`config.mk`:
```
export PLATFORM = sky130hd
export DESIGN_NAME = fetch_debug_ctrl_flat
export DESIGN_NICKNAME = d
export VERILOG_FILES = /design/src/rtl/fetch_debug_ctrl_pkg.sv /design/src/rtl/fetch_debug_ctrl_if.sv /design/src/rtl/fetch_debug_ctrl_word_assembler.sv /design/src/rtl/fetch_debug_ctrl.sv /design/src/flat_wrapper.sv
export SDC_FILE = /design/constraint.sdc
export NUM_CORES = 1
export LEC_CHECK = 0
export ABC_AREA = 0
export CAP_MARGIN = 20
export CORE_MARGIN = 2
export CORE_UTILIZATION = 33
export DETAILED_ROUTE_END_ITERATION = 8
export PLACE_DENSITY = 0.55
export SLEW_MARGIN = 20
export SYNTH_ARGS = -nofsm -noshare
export SYNTH_HDL_FRONTEND = slang
export SYNTH_SLANG_ARGS = --single-unit
```
`constraint.sdc`:
```
create_clock -name i_clock -period 4 [get_ports i_clock]
set_input_delay 0.8 -clock i_clock [delete_from_list [all_inputs] [get_ports i_clock]]
set_output_delay 0.8 -clock i_clock [all_outputs]
set_load 0.02 [all_outputs]
```
`src/rtl/fetch_debug_ctrl_pkg.sv`:
```
// Shared definitions for the fetch-stage debug controller: FSM state
// encoding, ASCII command bytes and the default halt word.
// Optional feature macro used by the design: LOAD_CHECKSUM_EN.
package fetch_dbg_pkg;

    typedef enum logic [2:0] {
        IDLE  = 3'd0,
        LOAD  = 3'd1,
        CHK   = 3'd2,
        ARMED = 3'd3,
        RUN   = 3'd4,
        STEP  = 3'd5
    } state_t;

    localparam logic [7:0] CMD_LOAD = 8'h4C;  // 'L'
    localparam logic [7:0] CMD_CONT = 8'h43;  // 'C'
    localparam logic [7:0] CMD_STEP = 8'h53;  // 'S'
    localparam logic [7:0] CMD_NEXT = 8'h4E;  // 'N'

    localparam logic [31:0] DEFAULT_HALT_WORD = 32'hFFFF_FFFF;

endpackage

```
`src/rtl/fetch_debug_ctrl_if.sv`:
```
// Bus between the debug controller and its environment: UART receive
// bytes and halt flag in, instruction-memory write port and execution
// control out. The controller takes the slave side.
interface fetch_debug_ctrl_if #(
    parameter int DATA_WIDTH = 32
);
    logic                  i_rx_valid;
    logic [7:0]            i_rx_data;
    logic                  i_haltsignal;
    logic                  o_loading;
    logic [DATA_WIDTH-1:0] o_instruccion;
    logic [DATA_WIDTH-1:0] o_address;
    logic                  o_start;
    logic                  o_step;
    logic                  o_done;
    logic                  o_error;

    modport master (
        output i_rx_valid, i_rx_data, i_haltsignal,
        input  o_loading, o_instruccion, o_address,
        input  o_start, o_step, o_done, o_error
    );

    modport slave (
        input  i_rx_valid, i_rx_data, i_haltsignal,
        output o_loading, o_instruccion, o_address,
        output o_start, o_step, o_done, o_error
    );
endinterface

```
`src/rtl/fetch_debug_ctrl_word_assembler.sv`:
```
// Packs received bytes MSB-first into words. word_valid is asserted in the
// same cycle as the last byte of a word, with word carrying the complete
// value, so the owner can register it on that edge.
// With LOAD_CHECKSUM_EN defined it also keeps a running XOR of every byte.
module word_assembler #(
    parameter int DATA_WIDTH = 32
) (
    input  logic                  clk,
    input  logic                  srst,
    input  logic                  clear,
    input  logic                  in_valid,
    input  logic [7:0]            in_data,
    output logic                  word_valid,
    output logic [DATA_WIDTH-1:0] word
`ifdef LOAD_CHECKSUM_EN
    ,
    output logic [7:0]            xor_acc
`endif
);
    localparam int BYTES = DATA_WIDTH / 8;

    // Only the bytes before the last one need storing; the last byte is
    // taken straight from the input when the word completes.
    logic [DATA_WIDTH-9:0] shift_reg;
    logic [1:0]            byte_cnt_reg;

    assign word       = {shift_reg, in_data};
    assign word_valid = in_valid && (byte_cnt_reg == 2'(BYTES - 1));

    // Shift register and byte counter; the counter wraps at the word boundary.
    always_ff @(posedge clk) begin
        if (srst || clear) begin
            shift_reg    <= '0;
            byte_cnt_reg <= '0;
        end else if (in_valid) begin
            shift_reg    <= word[DATA_WIDTH-9:0];
            byte_cnt_reg <= (byte_cnt_reg == 2'(BYTES - 1)) ? 2'd0 : byte_cnt_reg + 2'd1;
        end
    end

`ifdef LOAD_CHECKSUM_EN
    logic [7:0] xor_acc_reg;

    assign xor_acc = xor_acc_reg;

    // Running XOR of every byte of the current load.
    always_ff @(posedge clk) begin
        if (srst || clear) begin
            xor_acc_reg <= '0;
        end else if (in_valid) begin
            xor_acc_reg <= xor_acc_reg ^ in_data;
        end
    end
`endif

endmodule

```
`src/rtl/fetch_debug_ctrl.sv`:
```
// Byte-command controller for the fetch stage: loads a program from UART
// bytes into instruction memory, then runs it freely ('C') or single-steps
// it ('S' followed by 'N' bytes) until the fetch stage reports halt.
// Optional feature macro: LOAD_CHECKSUM_EN (a checksum byte follows the halt word).
module fetch_debug_ctrl
    import fetch_dbg_pkg::*;
#(
    parameter int                    DATA_WIDTH = 32,
    parameter int                    MEM_DEPTH  = 256,
    parameter logic [DATA_WIDTH-1:0] HALT_WORD  = DEFAULT_HALT_WORD
) (
    input  logic                i_clock,
    input  logic                i_reset,
    fetch_debug_ctrl_if.slave   bus
);
    localparam int CW = $clog2(MEM_DEPTH + 1);

    state_t                state_reg, state_next;
    logic [CW-1:0]         count_reg, count_next;
    logic                  loading_reg, loading_next;
    logic [DATA_WIDTH-1:0] instr_reg, instr_next;
    logic [DATA_WIDTH-1:0] addr_reg, addr_next;
    logic                  start_reg, start_next;
    logic                  step_reg, step_next;
    logic                  done_reg, done_next;
    logic                  error_reg, error_next;

    logic                  asm_clear;
    logic                  asm_valid;
    logic                  word_valid;
    logic [DATA_WIDTH-1:0] word;
    logic [CW-1:0]         count_inc;
`ifdef LOAD_CHECKSUM_EN
    logic [7:0]            xor_acc;
`endif

    // Bytes only reach the assembler while a program is being loaded.
    assign asm_valid = bus.i_rx_valid && (state_reg == LOAD);
    assign count_inc = count_reg + CW'(1);

    word_assembler #(
        .DATA_WIDTH (DATA_WIDTH)
    ) u_word_assembler (
        .clk        (i_clock),
        .srst       (i_reset),
        .clear      (asm_clear),
        .in_valid   (asm_valid),
        .in_data    (bus.i_rx_data),
        .word_valid (word_valid),
        .word       (word)
`ifdef LOAD_CHECKSUM_EN
        ,
        .xor_acc    (xor_acc)
`endif
    );

    // State and output registers; reset overrides everything.
    always_ff @(posedge i_clock) begin
        if (i_reset) begin
            state_reg   <= IDLE;
            count_reg   <= '0;
            loading_reg <= 1'b0;
            instr_reg   <= '0;
            addr_reg    <= '0;
            start_reg   <= 1'b0;
            step_reg    <= 1'b0;
            done_reg    <= 1'b0;
            error_reg   <= 1'b0;
        end else begin
            state_reg   <= state_next;
            count_reg   <= count_next;
            loading_reg <= loading_next;
            instr_reg   <= instr_next;
            addr_reg    <= addr_next;
            start_reg   <= start_next;
            step_reg    <= step_next;
            done_reg    <= done_next;
            error_reg   <= error_next;
        end
    end

    // Next-state and next-output decode for the command FSM.
    always_comb begin
        state_next   = state_reg;
        count_next   = count_reg;
        loading_next = 1'b0;
        instr_next   = instr_reg;
        addr_next    = addr_reg;
        start_next   = start_reg;
        step_next    = 1'b0;
        done_next    = done_reg;
        error_next   = error_reg;
        asm_clear    = 1'b0;

        case (state_reg)
            IDLE: begin
                if (bus.i_rx_valid) begin
                    if (bus.i_rx_data == CMD_LOAD) begin
                        state_next = LOAD;
                        done_next  = 1'b0;
                        error_next = 1'b0;
                        count_next = '0;
                        asm_clear  = 1'b1;
                    end else begin
                        error_next = 1'b1;
                    end
                end
            end

            LOAD: begin
                if (word_valid) begin
                    loading_next = 1'b1;
                    instr_next   = word;
                    addr_next    = DATA_WIDTH'({count_reg, 2'b00});
                    count_next   = count_inc;
                    // The halt word is still written; it also ends the load,
                    // even when it lands in the very last memory slot.
                    if (word == HALT_WORD) begin
`ifdef LOAD_CHECKSUM_EN
                        state_next = CHK;
`else
                        state_next = ARMED;
`endif
                    end else if (count_inc == CW'(MEM_DEPTH)) begin
                        error_next = 1'b1;
                        state_next = IDLE;
                    end
                end
            end

            CHK: begin
`ifdef LOAD_CHECKSUM_EN
                if (bus.i_rx_valid) begin
                    if (bus.i_rx_data == xor_acc) begin
                        state_next = ARMED;
                    end else begin
                        error_next = 1'b1;
                        state_next = IDLE;
                    end
                end
`else
                state_next = IDLE;
`endif
            end

            ARMED: begin
                if (bus.i_rx_valid) begin
                    if (bus.i_rx_data == CMD_CONT) begin
                        state_next = RUN;
                        start_next = 1'b1;
                    end else if (bus.i_rx_data == CMD_STEP) begin
                        state_next = STEP;
                    end else begin
                        error_next = 1'b1;
                    end
                end
            end

            // Bytes are ignored while free-running; only halt or reset ends it.
            RUN: begin
                if (bus.i_haltsignal) begin
                    start_next = 1'b0;
                    done_next  = 1'b1;
                    state_next = IDLE;
                end
            end

            // Halt has priority over a coincident 'N'.
            STEP: begin
                if (bus.i_haltsignal) begin
                    done_next  = 1'b1;
                    state_next = IDLE;
                end else if (bus.i_rx_valid && (bus.i_rx_data == CMD_NEXT)) begin
                    step_next = 1'b1;
                end
            end

            default: begin
                state_next = IDLE;
            end
        endcase
    end

    assign bus.o_loading     = loading_reg;
    assign bus.o_instruccion = instr_reg;
    assign bus.o_address     = addr_reg;
    assign bus.o_start       = start_reg;
    assign bus.o_step        = step_reg;
    assign bus.o_done        = done_reg;
    assign bus.o_error       = error_reg;

endmodule

```
`src/flat_wrapper.sv`:
```
// flat-port wrapper written by rule: the top's interface ports become plain ports
module fetch_debug_ctrl_flat import fetch_dbg_pkg::*;
#(
    parameter int                    DATA_WIDTH = 32,
    parameter int                    MEM_DEPTH  = 256,
    parameter logic [DATA_WIDTH-1:0] HALT_WORD  = DEFAULT_HALT_WORD
)
  (i_clock, i_reset, bus_i_rx_valid, bus_i_rx_data, bus_i_haltsignal, bus_o_loading, bus_o_instruccion, bus_o_address, bus_o_start, bus_o_step, bus_o_done, bus_o_error);
  fetch_debug_ctrl_if #(.DATA_WIDTH(DATA_WIDTH)) bus_i ();
  input  logic i_clock;
  input  logic i_reset;
  input wire logic [$bits(bus_i.i_rx_valid)-1:0] bus_i_rx_valid;
  input wire logic [$bits(bus_i.i_rx_data)-1:0] bus_i_rx_data;
  input wire logic [$bits(bus_i.i_haltsignal)-1:0] bus_i_haltsignal;
  output wire logic [$bits(bus_i.o_loading)-1:0] bus_o_loading;
  output wire logic [$bits(bus_i.o_instruccion)-1:0] bus_o_instruccion;
  output wire logic [$bits(bus_i.o_address)-1:0] bus_o_address;
  output wire logic [$bits(bus_i.o_start)-1:0] bus_o_start;
  output wire logic [$bits(bus_i.o_step)-1:0] bus_o_step;
  output wire logic [$bits(bus_i.o_done)-1:0] bus_o_done;
  output wire logic [$bits(bus_i.o_error)-1:0] bus_o_error;
  assign bus_i.i_rx_valid = bus_i_rx_valid;
  assign bus_i.i_rx_data = bus_i_rx_data;
  assign bus_i.i_haltsignal = bus_i_haltsignal;
  assign bus_o_loading = bus_i.o_loading;
  assign bus_o_instruccion = bus_i.o_instruccion;
  assign bus_o_address = bus_i.o_address;
  assign bus_o_start = bus_i.o_start;
  assign bus_o_step = bus_i.o_step;
  assign bus_o_done = bus_i.o_done;
  assign bus_o_error = bus_i.o_error;
  fetch_debug_ctrl #(.DATA_WIDTH(DATA_WIDTH), .MEM_DEPTH(MEM_DEPTH), .HALT_WORD(HALT_WORD)) u_core (.i_clock(i_clock), .i_reset(i_reset), .bus(bus_i));
endmodule
```
==> run_results.csv, run 1 <==
group,metric,value,unit
run_status,status,"completed",
flow_run,cap_violations,0,
clock_tree,cts_resized,0,
routing,num_vias,3238,
synthesis,ys_warn_count,0,
synthesis,ys.flop_type,"dfxtp_1",
worst_setup_path,cp_data_required_time,4210,ps
place,dp_hpwl,6.19,mm
synthesis,ys_async_sr_fraction,0,
finish,finalNetCount,524,
clock_tree,clkLatencyLatePin,350,ps
clock_tree,hold_buffers,0,
finish,stdcell_count,654,
sta,relSlewSlack,0.401,
synthesis,syn_avg_cell_area,7.79,um2
clock_tree,htreeDepth,3,
sta,max_freq,0.378,GHz
sta,worst_slack,1350,ps
sta,layout_worst_path_cycle_share,0.662,
worst_setup_path,end_kind,"register",
routing,antenna_left,0,
clock_tree,numCtsBuffers,9,
sta,setup_viol,0,
worst_hold_path,hp-start,"u_core.bus.o_address[4]",
routing,drc,0,
place,place_congestion,0.867,
worst_setup_path,worstRegToRegCells,6,
routing,drtPass1Iterations,4,
sta,hold_viol,0,
worst_setup_path,cp_max_fo,7,
clock_tree,cts.sinks,84,
clock_tree,path_clk_slew,90,ps
clock_tree,cts_tree,"built",
finish,diodes,0,
die,die_y,109,um
worst_setup_path,startpoint_type,"input pin",
die,die_area,11900,um2
worst_hold_path,min_delay_worst_endpoint,"u_core.bus.o_address[4]",
global_routing,grt_pass1_wl,15.0,mm
worst_setup_path,regToRegSetupSlack,1820,ps
finish,largest_reg_flops,32,
synthesis,synth_cells,469,
finish,fin_util,0.405,
worst_setup_path,crit_type,"in2reg",
place,post-place-ws,1030,ps
die,start_util,0.337,
die,fp.coreArea,10800,um2
sta,tns,0,ps
global_routing,overflow,0,
global_routing,grt_max_degree,57,
worst_hold_path,hp-class,"reg2reg",
global_routing,grt_use_total,0.159,
sta,drv_slew,0,
synthesis,synth-seq-area-share,0.460,
sta,tightest_slew,896,ps
synthesis,syn_area,3650,um2
routing,first_iter_violations,166,
worst_setup_path,crit_arrival,2860,ps
routing,via_per_inst,4.95,
sta,rsz0062_at_grt,"no",
global_routing,grt_pass1_vias,3029,
finish,drive_gt1_frac,0.0525,
worst_setup_path,reg2reg_from,"u_core.count_reg[0]",
die,io_pins,81,
global_routing,antenna_found_initial,0,
die,dieWidth,109,um
clock_tree,root_buffer,"clkbuf_8",
sta,period_minus_slack,2650,ps
sta,final.setup_skew,16.2,ps
finish,area_growth,20.3,%
die,rows,38,
routing,wl,8.95,mm
synthesis,synth.ff_latch_count,84,
finish,final_cell_mix,"nand2_1 (148), dfxtp_1 (84), a21oi_1 (74), clkdlybuf4s50_1 (56), conb_1 (23)",
clock_tree,clockBufferDepth,2,
power,max-vdd-ir-drop,0.156,mV
clock_tree,post_cts_buffers,0,
power,p_leak,1.43,nW
worst_setup_path,worstReg2RegEnd,"u_core.state_reg[0]",
synthesis,yosysUniqueCellTypes,48,
finish,final_common_cell,"nand2_1",
power,p_per_area,345,nW/um2
sta,whs,457,ps
routing,wire_per_inst,13.7,um
synthesis,synth_edf_count,0,
place,portBuffers,57,
place,placedCellCount,638,
worst_hold_path,min_path_cells,2,
[how the worst max path moves through the flow]
stage               slack (ps)                                       to        startpoint  depth (start not counted)
CTS                       1400                      u_core.count_reg[8]  bus_i_rx_data[4]                          5
global placement          1050                      u_core.state_reg[0]  bus_i_rx_data[4]                          6
floorplan                 1630  u_core.u_word_assembler.byte_cnt_reg[0]  bus_i_rx_data[4]                          5
global route              1260                      u_core.state_reg[0]  bus_i_rx_data[4]                          6
detailed placement        1030  u_core.u_word_assembler.byte_cnt_reg[0]  bus_i_rx_data[4]                          5
finish                    1350                      u_core.state_reg[0]  bus_i_rx_data[5]                          6
[metrics by stage]
step,total power [mW],cell area (um2)
finish,1.52,4400
detailed placement,0.922,4200
CTS,1.54,4400
global route,1.58,4400
floorplan,0.917,3740
global placement,0.922,4200
[worst max-delay path, cell delays in order]
cell,delay (ps)
clkdlybuf4s50_1,510
or4b_1,710
o21bai_1,220
a21oi_1,90
nor4bb_1,370
o32ai_1,150
[report_power, final]
group	switching, mW	leakage [nW]	total, mW	internal [mW]
combinational	0.0489	0.657	0.0658	0.0169
clock	0.320	0.0935	0.614	0.295
sequential	0.00101	0.676	0.837	0.836
total	0.370	1.43	1.52	1.15
[cells in the mapped netlist (4+ instances only)]
cell type / count / area share
o21ai_0: 4 / 0.0055
dfxtp_1: 84 / 0.46
nand4_1: 13 / 0.022
buf_2: 5 / 0.0068
buf_4: 24 / 0.049
nor3_1: 5 / 0.0068
nand3_1: 5 / 0.0068
a311oi_1: 5 / 0.012
nor2_1: 19 / 0.020
a21oi_1: 74 / 0.10
nor4_1: 4 / 0.0068
inv_1: 7 / 0.0072
nand2_1: 148 / 0.15
clkbuf_1: 22 / 0.023
[cells by family after synthesis]
family,count (synthesis),share of synthesized area
muxes,1,0.00274
buffers and inverters,63,0.100
and+or+nand+nor,214,0.259
adders and majority gates,3,0.0103
AOI/OAI and AO/OA,103,0.167
DFF,84,0.460
other,1,0.00103
[area by class of cell]
cell class | count | area (um2)
flip-flops and latches | 84 | 1680
clock buffers | 10 | 128
repair buffers | 63 | 611
multi-input cells | 344 | 1700
well taps | 140 | 175
inverters | 7 | 26.3
fillers | 1131 | 6440
clock inverters | 6 | 71.3
[per-layer routing]
metal	part of all wire	global-route usage	routed length (um)	up-vias
li1	-	-	-	1623
met1	0.51	0.223	4540	1510
met2	0.43	0.242	3860	95
met3	0.048	0.0389	425	10
met4	0.014	0.0479	124	0
met5	0	0	0	-
No activity file was read; power rests on OpenSTA's default activity.
==> run 2, diff against run 1 <==
--- a/config.mk
+++ b/config.mk
@@ -10,7 +10,7 @@
 export CORE_MARGIN = 2
 export CORE_UTILIZATION = 33
 export DETAILED_ROUTE_END_ITERATION = 8
-export PLACE_DENSITY = 0.55
+export PLACE_DENSITY = 0.57
 export SLEW_MARGIN = 20
 export SYNTH_ARGS = -nofsm -noshare
 export SYNTH_HDL_FRONTEND = slang
==> constraint.sdc (replaced) <==
create_clock -name i_clock -period 2.4 [get_ports i_clock]
set_input_delay 0.48 -clock i_clock [delete_from_list [all_inputs] [get_ports i_clock]]
set_output_delay 0.48 -clock i_clock [all_outputs]
set_load 0.02 [all_outputs]
==> run 2 against run 1 <==
Clock skew decreased by 1.7 ps. Sequential share of layout area decreased by 1.3 points. Global-route usage about the same. Critical path depth decreased by 1. Register-to-register slack got worse by 1600 ps. Wire length increased by 1.9%. Via count increased by 1.4%. Setup slack got worse by 1200 ps. Count of clock-buffer cells in the layout unchanged. Non-clock buffer count increased by 18.
==> run_results.csv, run 2 (synthesis gave the netlist of run 1 again) <==
group,metric,value,unit
power,max-vdd-ir-drop,0.328,mV
sta,drv_slew,0,
die,io_pins,81,
finish,finalNetCount,542,
finish,diodes,0,
global_routing,grt_max_degree,57,
die,start_util,0.337,
finish,stdcell_count,672,
routing,wl,9.11,mm
die,dieWidth,109,um
sta,layout_worst_path_cycle_share,0.933,
clock_tree,path_clk_slew,80,ps
place,place_congestion,0.819,
finish,largest_reg_flops,32,
global_routing,antenna_found_initial,0,
worst_setup_path,crit_type,"in2reg",
place,placedCellCount,656,
run_status,status,"completed",
clock_tree,root_buffer,"clkbuf_8",
die,die_y,109,um
clock_tree,cts_resized,0,
worst_hold_path,hp-class,"reg2reg",
routing,drc,0,
die,rows,38,
clock_tree,htreeDepth,3,
clock_tree,cts_tree,"built",
clock_tree,clockBufferDepth,2,
routing,wire_per_inst,13.6,um
sta,rsz0062_at_grt,"no",
power,p_per_area,560,nW/um2
place,place_area,4360,um2
sta,tightest_slew,576,ps
sta,period_minus_slack,2240,ps
power,p_leak,1.52,nW
clock_tree,hold_buffers,0,
sta,final.setup_skew,14.6,ps
global_routing,grt_use_total,0.159,
sta,setup_viol,0,
place,dp_hpwl,6.39,mm
worst_setup_path,cp_data_required_time,2610,ps
routing,drtPass1Iterations,4,
global_routing,grt_pass1_vias,2982,
clock_tree,post_cts_buffers,0,
worst_setup_path,crit_arrival,2450,ps
routing,first_iter_violations,169,
sta,hold_viol,0,
finish,final_common_cell,"nand2_1",
routing,num_vias,3282,
finish,area_growth,24.7,%
routing,antenna_left,0,
clock_tree,clkLatencyLatePin,360,ps
finish,drive_gt1_frac,0.0846,
routing,via_per_inst,4.88,
clock_tree,numCtsBuffers,9,
power,power.total,2.55,mW
worst_setup_path,startpoint_type,"input pin",
global_routing,grt_pass1_wl,14.9,mm
flow_run,cap_violations,0,
finish,final_cell_mix,"nand2_1 (148), dfxtp_1 (84), a21oi_1 (74), clkdlybuf4s50_1 (56), conb_1 (23)",
place,portBuffers,57,
sta,max_freq,0.446,GHz
die,die_area,11900,um2
sta,relSlewSlack,0.616,
worst_setup_path,cp_max_fo,6,
finish,postLayoutCellArea,4560,um2
die,fp.coreArea,10800,um2
clock_tree,cts.sinks,84,
global_routing,overflow,0,
worst_setup_path,end_kind,"register",
run 2: cell count changes in the layout (fill, tap and decap cells not counted), sizes merged:
| cell | before | now |
|---|---|---|
| buf | 7 | 25 |
run 2: worst paths after layout:
kind / start / end / slack [ps] / cells after the start
setup / recovery: bus_i_rx_data[7] / u_core.count_reg[3] / 160 / 5
hold / removal: u_core.bus.o_instruccion[28] / u_core.bus.o_instruccion[28] / 450 / 2
setup reg to reg: u_core.count_reg[0] / u_core.state_reg[0] / 260 / 6
hold reg to reg: u_core.bus.o_instruccion[28] / u_core.bus.o_instruccion[28] / 450 / 2
run 2: layer usage:
metal	vias to the layer above	global-route usage	routed length, um
met1	1519	0.229	4610
met2	96	0.237	3930
met4	0	0.0714	168
li1	1655	-	-
met5	-	0	0
met3	12	0.0209	412
run 2: layout make-up:
class / count / area (um2)
inverter: 7 / 26.3
clock inverter: 6 / 71.3
clock buffer: 10 / 128
timing repair buffer: 81 / 771
fill: 1120 / 6280
sequential: 84 / 1680
multi-input combinational: 344 / 1700
tap: 140 / 175
run 2: worst max-delay path, cell delays in order:
cell             delay (ps)
clkdlybuf4s50_1         490
or4b_1                  670
o31ai_1                 360
and2_1                  310
a311oi_1                140
run 2: metrics by stage:
step / TNS, ps / worst slack, ps / util / hold WS [ps]
after detailed placement: -5300 / -185 / 0.402 / 446
final: 0 / 160 / 0.420 / 455
after CTS: 0 / 173 / 0.420 / 459
after global routing: 0 / 97.8 / 0.420 / 481
after global placement: -4970 / -152 / 0.402 / 441
after floorplan: 0 / 354 / - / 437
run 2: report_power, final:
| part | internal (mW) | total [mW] | switching, mW |
|---|---|---|---|
| sequential | 1.39 | 1.40 | 0.00170 |
| combinational | 0.0436 | 0.127 | 0.0835 |
| clock | 0.491 | 1.03 | 0.539 |
| total | 1.93 | 2.55 | 0.624 |
